## config.mk

```make
export PLATFORM = sky130hd
export DESIGN_NAME = cache_fill_fsm
export DESIGN_NICKNAME = d
export VERILOG_FILES = /design/src/rtl/cache_pkg.sv /design/src/rtl/cache_fill_fsm_counter.sv /design/src/rtl/cache_fill_fsm.sv
export SDC_FILE = /design/constraint.sdc
export NUM_CORES = 1
export LEC_CHECK = 0
export BUFFER_PORTS_ARGS = -buffer_cell sky130_fd_sc_hd__buf_2
export CORE_MARGIN = 10
export CORE_UTILIZATION = 43
export CTS_BUF_LIST = sky130_fd_sc_hd__clkbuf_8
export CTS_CLUSTER_SIZE = 16
export DETAILED_ROUTE_END_ITERATION = 7
export PLACE_DENSITY = 0.83
export SLEW_MARGIN = 20
export SYNTH_ARGS = -nofsm -noshare
export SYNTH_HDL_FRONTEND = slang
export SYNTH_SLANG_ARGS = --single-unit
```

## constraint.sdc

```tcl
create_clock -name clk -period 2.04 [get_ports clk]
set_input_delay 0.408 -clock clk [delete_from_list [all_inputs] [get_ports clk]]
set_output_delay 0.408 -clock clk [all_outputs]
set_load 0.02 [all_outputs]
```

## src/rtl/cache_pkg.sv

```systemverilog
// Shared types and constants for the cache block refill controller.
// Used by cache_fill_fsm and fill_counter.
package cache_pkg;

  localparam int WORDS_PER_BLOCK = 8;
  localparam int BLOCK_OFFSET_W  = 4;
  localparam int TAG_W           = 8;
  localparam int META_W          = TAG_W + 1;

  typedef enum logic [1:0] {
    IDLE  = 2'd0,
    FILL  = 2'd1,
    TAGWR = 2'd2
  } fill_state_t;

  function automatic logic [META_W-1:0] meta_pack(
    input logic [TAG_W-1:0] tag
  );
    return {1'b1, tag};
  endfunction

endpackage

```

## src/rtl/cache_fill_fsm_counter.sv

```systemverilog
// Up-counter with synchronous clear that saturates at MAX.
// Instantiated for the request and receive word counters.
module fill_counter #(
  parameter int W   = 4,
  parameter int MAX = 8
) (
  input  logic         clk,
  input  logic         rst,
  input  logic         clr_i,
  input  logic         inc_i,
  output logic [W-1:0] cnt_o
);

  logic [W-1:0] cnt_q;
  logic [W-1:0] cnt_d;

  always_comb begin
    cnt_d = cnt_q;
    if (clr_i)
      cnt_d = '0;
    else if (inc_i && (cnt_q != W'(MAX)))
      cnt_d = cnt_q + W'(1);
  end

  always_ff @(posedge clk) begin
    if (rst)
      cnt_q <= '0;
    else
      cnt_q <= cnt_d;
  end

  assign cnt_o = cnt_q;

endmodule

```

## src/rtl/cache_fill_fsm.sv

```systemverilog
// Cache block refill sequencer: pipelined word reads, data steering, tag write.
// Optional miss counter output enabled by CACHE_FILL_PERF_CNT_EN.
module cache_fill_fsm #(
  parameter int WORDS_PER_BLOCK = 8,
  parameter int ADDR_W          = 16,
  parameter int TAG_W           = 8
) (
  input  logic                               clk,
  input  logic                               rst,
  input  logic                               miss_detected,
  input  logic [ADDR_W-1:0]                  miss_address,
  input  logic                               memory_data_valid,
  input  logic [15:0]                        memory_data,
  output logic                               fsm_busy,
  output logic                               memory_read,
  output logic [ADDR_W-1:0]                  memory_address,
  output logic                               write_data_array,
  output logic [$clog2(WORDS_PER_BLOCK)-1:0] data_word_offset,
  output logic [15:0]                        data_out,
  output logic                               write_tag_array,
  output logic [TAG_W:0]                     meta_out
`ifdef CACHE_FILL_PERF_CNT_EN
  ,
  output logic [15:0]                        miss_count
`endif
);

  import cache_pkg::*;

  localparam int RCV_W = $clog2(WORDS_PER_BLOCK);
  localparam int REQ_W = RCV_W + 1;
  localparam int OFF_W = RCV_W + 1;

  fill_state_t       state_q, state_d;
  logic [ADDR_W-1:0] base_q, base_d;
  logic [TAG_W-1:0]  tag_q, tag_d;
  logic [REQ_W-1:0]  req_cnt;
  logic [RCV_W-1:0]  rcv_cnt;
  logic              req_clr, req_inc;
  logic              rcv_clr, rcv_inc;
  logic              unused_addr;

  assign unused_addr = ^miss_address[OFF_W-1:0];

  fill_counter #(.W(REQ_W), .MAX(WORDS_PER_BLOCK)) u_req_cnt (
    .clk   (clk),
    .rst   (rst),
    .clr_i (req_clr),
    .inc_i (req_inc),
    .cnt_o (req_cnt)
  );

  fill_counter #(.W(RCV_W), .MAX(WORDS_PER_BLOCK-1)) u_rcv_cnt (
    .clk   (clk),
    .rst   (rst),
    .clr_i (rcv_clr),
    .inc_i (rcv_inc),
    .cnt_o (rcv_cnt)
  );

  always_ff @(posedge clk) begin
    if (rst) begin
      state_q <= IDLE;
      base_q  <= '0;
      tag_q   <= '0;
    end else begin
      state_q <= state_d;
      base_q  <= base_d;
      tag_q   <= tag_d;
    end
  end

  assign data_out = memory_data;

  always_comb begin
    state_d          = state_q;
    base_d           = base_q;
    tag_d            = tag_q;
    req_clr          = 1'b0;
    req_inc          = 1'b0;
    rcv_clr          = 1'b0;
    rcv_inc          = 1'b0;
    fsm_busy         = 1'b0;
    memory_read      = 1'b0;
    memory_address   = '0;
    write_data_array = 1'b0;
    data_word_offset = '0;
    write_tag_array  = 1'b0;
    meta_out         = '0;
    unique case (state_q)
      IDLE: begin
        if (miss_detected) begin
          base_d  = {miss_address[ADDR_W-1:OFF_W], {OFF_W{1'b0}}};
          tag_d   = miss_address[ADDR_W-1 -: TAG_W];
          req_clr = 1'b1;
          rcv_clr = 1'b1;
          state_d = FILL;
        end
      end
      FILL: begin
        fsm_busy = 1'b1;
        if (req_cnt < REQ_W'(WORDS_PER_BLOCK)) begin
          memory_read    = 1'b1;
          memory_address = base_q +
            {{(ADDR_W-REQ_W-1){1'b0}}, req_cnt, 1'b0};
          req_inc        = 1'b1;
        end
        // Returns are in order, so the receive count is the word index.
        if (memory_data_valid) begin
          write_data_array = 1'b1;
          data_word_offset = rcv_cnt;
          rcv_inc          = 1'b1;
          if (rcv_cnt == RCV_W'(WORDS_PER_BLOCK-1))
            state_d = TAGWR;
        end
      end
      TAGWR: begin
        fsm_busy        = 1'b1;
        write_tag_array = 1'b1;
        meta_out        = meta_pack(tag_q);
        state_d         = IDLE;
      end
      default: state_d = IDLE;
    endcase
  end

`ifdef CACHE_FILL_PERF_CNT_EN
  logic [15:0] miss_cnt_q;

  always_ff @(posedge clk) begin
    if (rst)
      miss_cnt_q <= '0;
    else if ((state_q == IDLE) && miss_detected)
      miss_cnt_q <= miss_cnt_q + 16'd1;
  end

  assign miss_count = miss_cnt_q;
`endif

endmodule

```

==> flow_summary.ini, run 1 <==
[yosys]
avgSynthCellArea_um2 = 8.19
yosys.area.top_type_share_pct = 34.0
syn_area_mm2 = 0.00124
ys_seq_area_share_pct = 34.0
synth_nets = 196
ys_ff_latch = 21
synth-warning-count = 0
syn_inst = 151
yosysUniqueCellTypes = 21
synthTopCellsByArea = dfxtp_1 34%, and2_1 13%, buf_4 11%
yosysTopAreaCell = dfxtp_1

[finish]
drive_gt1_share_pct = 29.6
syn_to_final_growth_pct = 12.8
fillers = 295
ff_latch_area_um2 = 420
nets = 225
multiInputGateArea_um2 = 628
final_core_util_pct = 50.5
n_antenna_cell = 0
final_area_mm2 = 0.00139

[sta]
clock_skew_ns = 0.00319
rsz0062_at_grt = false
layout_min_cycle_time_ns = 1.92
fin_ws_ns = 0.124
fin_crit_sh_pct = 93.9
slew_violations = 0
hold_slack_ns = 0.372
timing.setup.tns_ns = 0
fmax_mhz = 522
finalHoldViolCount = 0
setup_viol = 0

[critical_path]
reg2reg_depth = 5
path_cells = inv_1 -> ha_1 -> and2b_4 -> and2_1 -> buf_2
critPathRequiredTime_ns = 1.63
critPathCaptureType = output pin
arrival_ns = 1.51
r2r-start = state_q[1]
ff2ff_setup_slack_ns = 0.63
crit_fanout = 18
r2r-end = state_q[0]
cp_top_family = simple AND/OR/NAND/NOR gates
slowest_delay_ns = 0.38
worstPathBufferInverterCount = 2
cp_slowest_cell = dfxtp_1
worstSetupPathType = reg -> out
setup.worst_path.start_class = register

[clocking]
htreeDepth = 1
cts_buffers = 3
clock_sinks = 21
clkTransAtPathRegs_ns = 0.08
clockBufferDepth = 2
cts_tree = done
insertion_delay_ns = 0.26
cts-root-buf = clkbuf_8

[die]
row_count = 19
die_w_um = 73.6
die_h_um = 73.6
die_area_mm2 = 0.00542
start_util_pct = 44.8
coreArea_mm2 = 0.00276
io_pins = 84

[routing]
wl_mm = 2.72
drtIter0Drc = 92
viasPerCell = 4.56
remaining_drc_errors = 0
vias = 957
antenna_left = 0
drt-wirelength-per-cell_um = 13.0
dr.pass1.iters = 3

[place]
port_buffers = 46
place_area_mm2 = 0.00135
dp_slack_ns = 0.208
dpl.hpwl_mm = 2.13
routabilityCongestion = 0.672

[grt]
grt_pass1_vias = 918
grt_use_total_pct = 9.95
grt_pass1_wl_mm = 4.24
antenna_found_initial = 0
grt_overflow = 0
grt_max_degree = 19

[worst_hold_path]
worstHoldEndpoint = tag_q[5]
worstHoldStart = miss_address[13]
hold_path_depth = 3
hp-class = in -> reg

[power_and_ir_drop]
pwr_density_cell_mw_per_mm2 = 951
p_leak_nw = 0.730
max-vdd-ir-drop_uv = 482

[run]
max-cap-violations = 0

[status]
outcome = complete, no violations
-- layer usage --
layer	share of wire, %	vias to the layer above	GRT usage [%]
met3	11	4	4.04
li1	-	513	-
met4	2.5	0	7.04
met1	37	412	9.25
met5	0	-	0
met2	49	28	17.2
-- power by group --
part | internal, mW | total [mW] | switching, mW
clock | 0.136 | 0.274 | 0.138
sequential | 0.474 | 0.522 | 0.0480
combinational | 0.200 | 0.530 | 0.330
-- worst reg2reg max path: cells and delay by family, from the launching register on --
kind | cells | cell delay, ns
DFF | 1 | 0.38
muxes | 1 | 0.23
adders and majority gates | 1 | 0.21
AOI/OAI and AO/OA | 1 | 0.26
buffers and inverters | 2 | 0.27
-- Yosys cell counts, drive strengths merged --
cell	n
dfxtp	21
a41oi	1
ha	9
a21oi	13
conb	1
and3	3
xor2	2
mux2i	5
nor2	7
nand2b	5
inv	4
and2	25
and2b	1
buf	22
clkbuf	2
nand3b	2
nor2b	1
xnor2	1
nand2	26
-- layout by cell type, fill, tap and decap left out --
| master | synthesis | final |
|---|---|---|
| buf_2 | 2 | 46 |
| nand2_1 | 26 | 26 |
| and2_1 | 25 | 25 |
| dfxtp_1 | 21 | 21 |
| a21oi_1 | 13 | 13 |
| ha_1 | 9 | 9 |
| nor2_1 | 7 | 7 |
| nand2b_1 | 5 | 5 |
| mux2i_1 | 5 | 5 |
| inv_1 | 4 | 4 |
| and3_1 | 3 | 3 |
| clkbuf_8 | 0 | 3 |
| nand3b_1 | 2 | 2 |
| xor2_1 | 2 | 2 |
| buf_4 | 18 | 2 |
| and2b_4 | 0 | 1 |
| nor2b_1 | 1 | 1 |
| a41oi_1 | 1 | 1 |
| xnor2_1 | 1 | 1 |
| conb_1 | 1 | 1 |
| clkinv_2 | 0 | 1 |
-- how the worst max path moves through the flow --
stage	cells after the start	startpoint	to
final	5	state_q[1]	memory_address[10]
after global routing	5	state_q[1]	memory_address[7]
after CTS	5	state_q[1]	memory_address[10]
after detailed placement	5	state_q[1]	memory_address[10]
after global placement	5	state_q[1]	memory_address[8]
after floorplan	6	state_q[1]	memory_address[10]
-- kinds of logic (layout without fill, tap and decap cells) --
logic type | after synthesis | in the layout | synth area share (%)
flip-flops | 21 | 21 | 34.0
adder cells (fa/ha/maj) | 9 | 9 | 9.11
other | 1 | 1 | 0.303
AO/OA/AOI/OAI | 14 | 14 | 5.97
AND/OR/NAND/NOR | 70 | 70 | 29.0
multiplexers | 5 | 5 | 4.05
XOR/XNOR | 3 | 3 | 2.13
buffers and inverters | 28 | 56 | 15.4
-- through the flow --
step	total power [mW]	std cells
2_1_floorplan	0.988	151
3_5_place_dp	1.06	206
5_1_grt	1.43	210
4_1_cts	1.34	210
3_3_place_gp	1.05	206
6_report	1.33	210
-- area by class of cell --
class | instances | share of cell area [%]
repair buffers | 48 | 17.6
inverters | 4 | 1.08
flip-flops and latches | 21 | 30.2
well taps | 31 | 2.78
multi-input cells | 102 | 45.1
clock buffers | 3 | 2.96
clock inverters | 1 | 0.359
-- what timing repair did --
item                       in CTS  in global routing
gates resized for setup         1                  1
hold buffers                    0                  0
buffers inserted                0                  0
hold endpoints to repair        0                  0
setup endpoints to repair      16                 15
-- registers in the layout, indices dropped and copies added, names as in the netlist --
signal and count:
base_q 4, u_rcv_cnt.cnt_o 3, u_req_cnt.cnt_o 4, state_q 2, tag_q 8
(Power assumes the default switching activity.)
==> inputs of run 2 (changes only) <==
MAX_ROUTING_LAYER = met4   (was default)
==> run 2 against run 1 <==
Net effect: global-route usage is 0.28 points higher; combinational power hardly changed; fmax hardly changed; setup slack hardly changed; clock power hardly changed; via count stayed put; sequential cell count stayed put; cell count stayed put; critical path type unchanged; hold slack hardly changed; sequential power hardly changed; clock skew hardly changed; design area stayed put.
==> flow_summary.ini, run 2 (synthesized netlist as in run 1, its figures left out) <==
[status]
outcome = complete, no violations

[sta]
fmax_mhz = 522
rsz0062_at_grt = false
setup_viol = 0
finalHoldViolCount = 0
timing.setup.tns_ns = 0
layout_min_cycle_time_ns = 1.92
slew_violations = 0
clock_skew_ns = 0.00319
fin_crit_sh_pct = 93.9

[grt]
grt_max_degree = 19
antenna_found_initial = 0
grt_pass1_wl_mm = 4.24
grt_pass1_vias = 918
grt_use_total_pct = 10.2
grt_overflow = 0

[place]
dpl.hpwl_mm = 2.13
port_buffers = 46
place_area_mm2 = 0.00135
routabilityCongestion = 0.679

[finish]
drive_gt1_share_pct = 29.6
mostFrequentLayoutCells = 46 x buf_2, 26 x nand2_1, 25 x and2_1
nets = 225
syn_to_final_growth_pct = 12.8
final_common_cell = buf_2
largest_reg_flops = 8
final_area_mm2 = 0.00139
regMostFlops = tag_q
n_antenna_cell = 0

[critical_path]
path_cells = inv_1 -> ha_1 -> and2b_4 -> and2_1 -> buf_2
cp_slowest_cell = dfxtp_1
arrival_ns = 1.51
worstSetupPathType = reg -> out
slowest_delay_ns = 0.38
reg2reg_depth = 5
crit_fanout = 18
critPathCaptureType = output pin
setup.worst_path.start_class = register
critPathRequiredTime_ns = 1.63

[routing]
dr.pass1.iters = 3
vias = 957
drtIter0Drc = 90
wl_mm = 2.72
antenna_left = 0
drt-wirelength-per-cell_um = 13.0
remaining_drc_errors = 0
viasPerCell = 4.56

[run]
max-cap-violations = 0

[die]
coreArea_mm2 = 0.00276
io_pins = 84
die_area_mm2 = 0.00542
start_util_pct = 44.8
die_h_um = 73.6
die_w_um = 73.6
row_count = 19

[clocking]
clkTransAtPathRegs_ns = 0.08
cts-root-buf = clkbuf_8
clock_sinks = 21
insertion_delay_ns = 0.26
clockBufferDepth = 2
cts_tree = done
htreeDepth = 1
postCtsHoldBufs = 0
cts_buffers = 3

[worst_hold_path]
hp-class = in -> reg
hold_path_depth = 3

[power_and_ir_drop]
p_leak_nw = 0.730
pwr_density_cell_mw_per_mm2 = 951
max-vdd-ir-drop_uv = 482
==> run 2: per-layer routing <==
layer	track usage, %	routed length, um	up-vias
met2	17.2	1350	28
met1	9.71	1050	412
met5	-	0	-
met3	3.23	257	4
li1	-	-	513
met4	7.04	68	0
==> run 2: area by class of cell <==
type / instances / area [um2]
fillers: 295 / 1360
clock buffers: 3 / 41.3
inverters: 4 / 15.0
flip-flops and latches: 21 / 420
well taps: 31 / 38.8
multi-input cells: 102 / 628
repair buffers: 48 / 245
clock inverters: 1 / 5.00
==> run 2: worst max-delay path, delay by kind of cell, from the launching register on <==
kind / cells / cell delay (ns)
buf+inv: 2 / 0.26
flops: 1 / 0.38
simple gates: 2 / 0.40
fa+ha+maj: 1 / 0.21
==> run 2: through the flow <==
step	worst slack, ns	hold slack, ns	power, mW	utilization (%)	cells
2_1_floorplan	0.329	0.432	0.988	-	151
3_3_place_gp	0.215	0.438	1.05	48.8	206
3_5_place_dp	0.208	0.444	1.06	48.8	206
4_1_cts	0.0210	0.372	1.34	50.5	210
5_1_grt	0.00641	0.371	1.43	50.5	210
6_report	0.124	0.372	1.33	50.5	210
==> run 2: power by group <==
group / switching, mW / internal [mW] / total, mW / leakage (nW)
Sequential: 0.0480 / 0.474 / 0.522 / 0.172
Clock: 0.138 / 0.136 / 0.274 / 0.0255
Combinational: 0.330 / 0.200 / 0.530 / 0.533
Total: 0.516 / 0.810 / 1.33 / 0.730
==> run 2: worst paths after layout <==
kind	startpoint	endpoint	slack, ns
min	miss_address[13]	tag_q[5]	0.37
max reg2reg	state_q[1]	state_q[0]	0.63
max	state_q[1]	memory_address[10]	0.12
min reg2reg	base_q[6]	base_q[6]	0.45
==> run 2: timing repair <==
action,4_1_cts,5_1_grt
pin swaps,0,0
buffers inserted,0,0
endpoints found under the setup margin,16,15
resized for setup,1,1
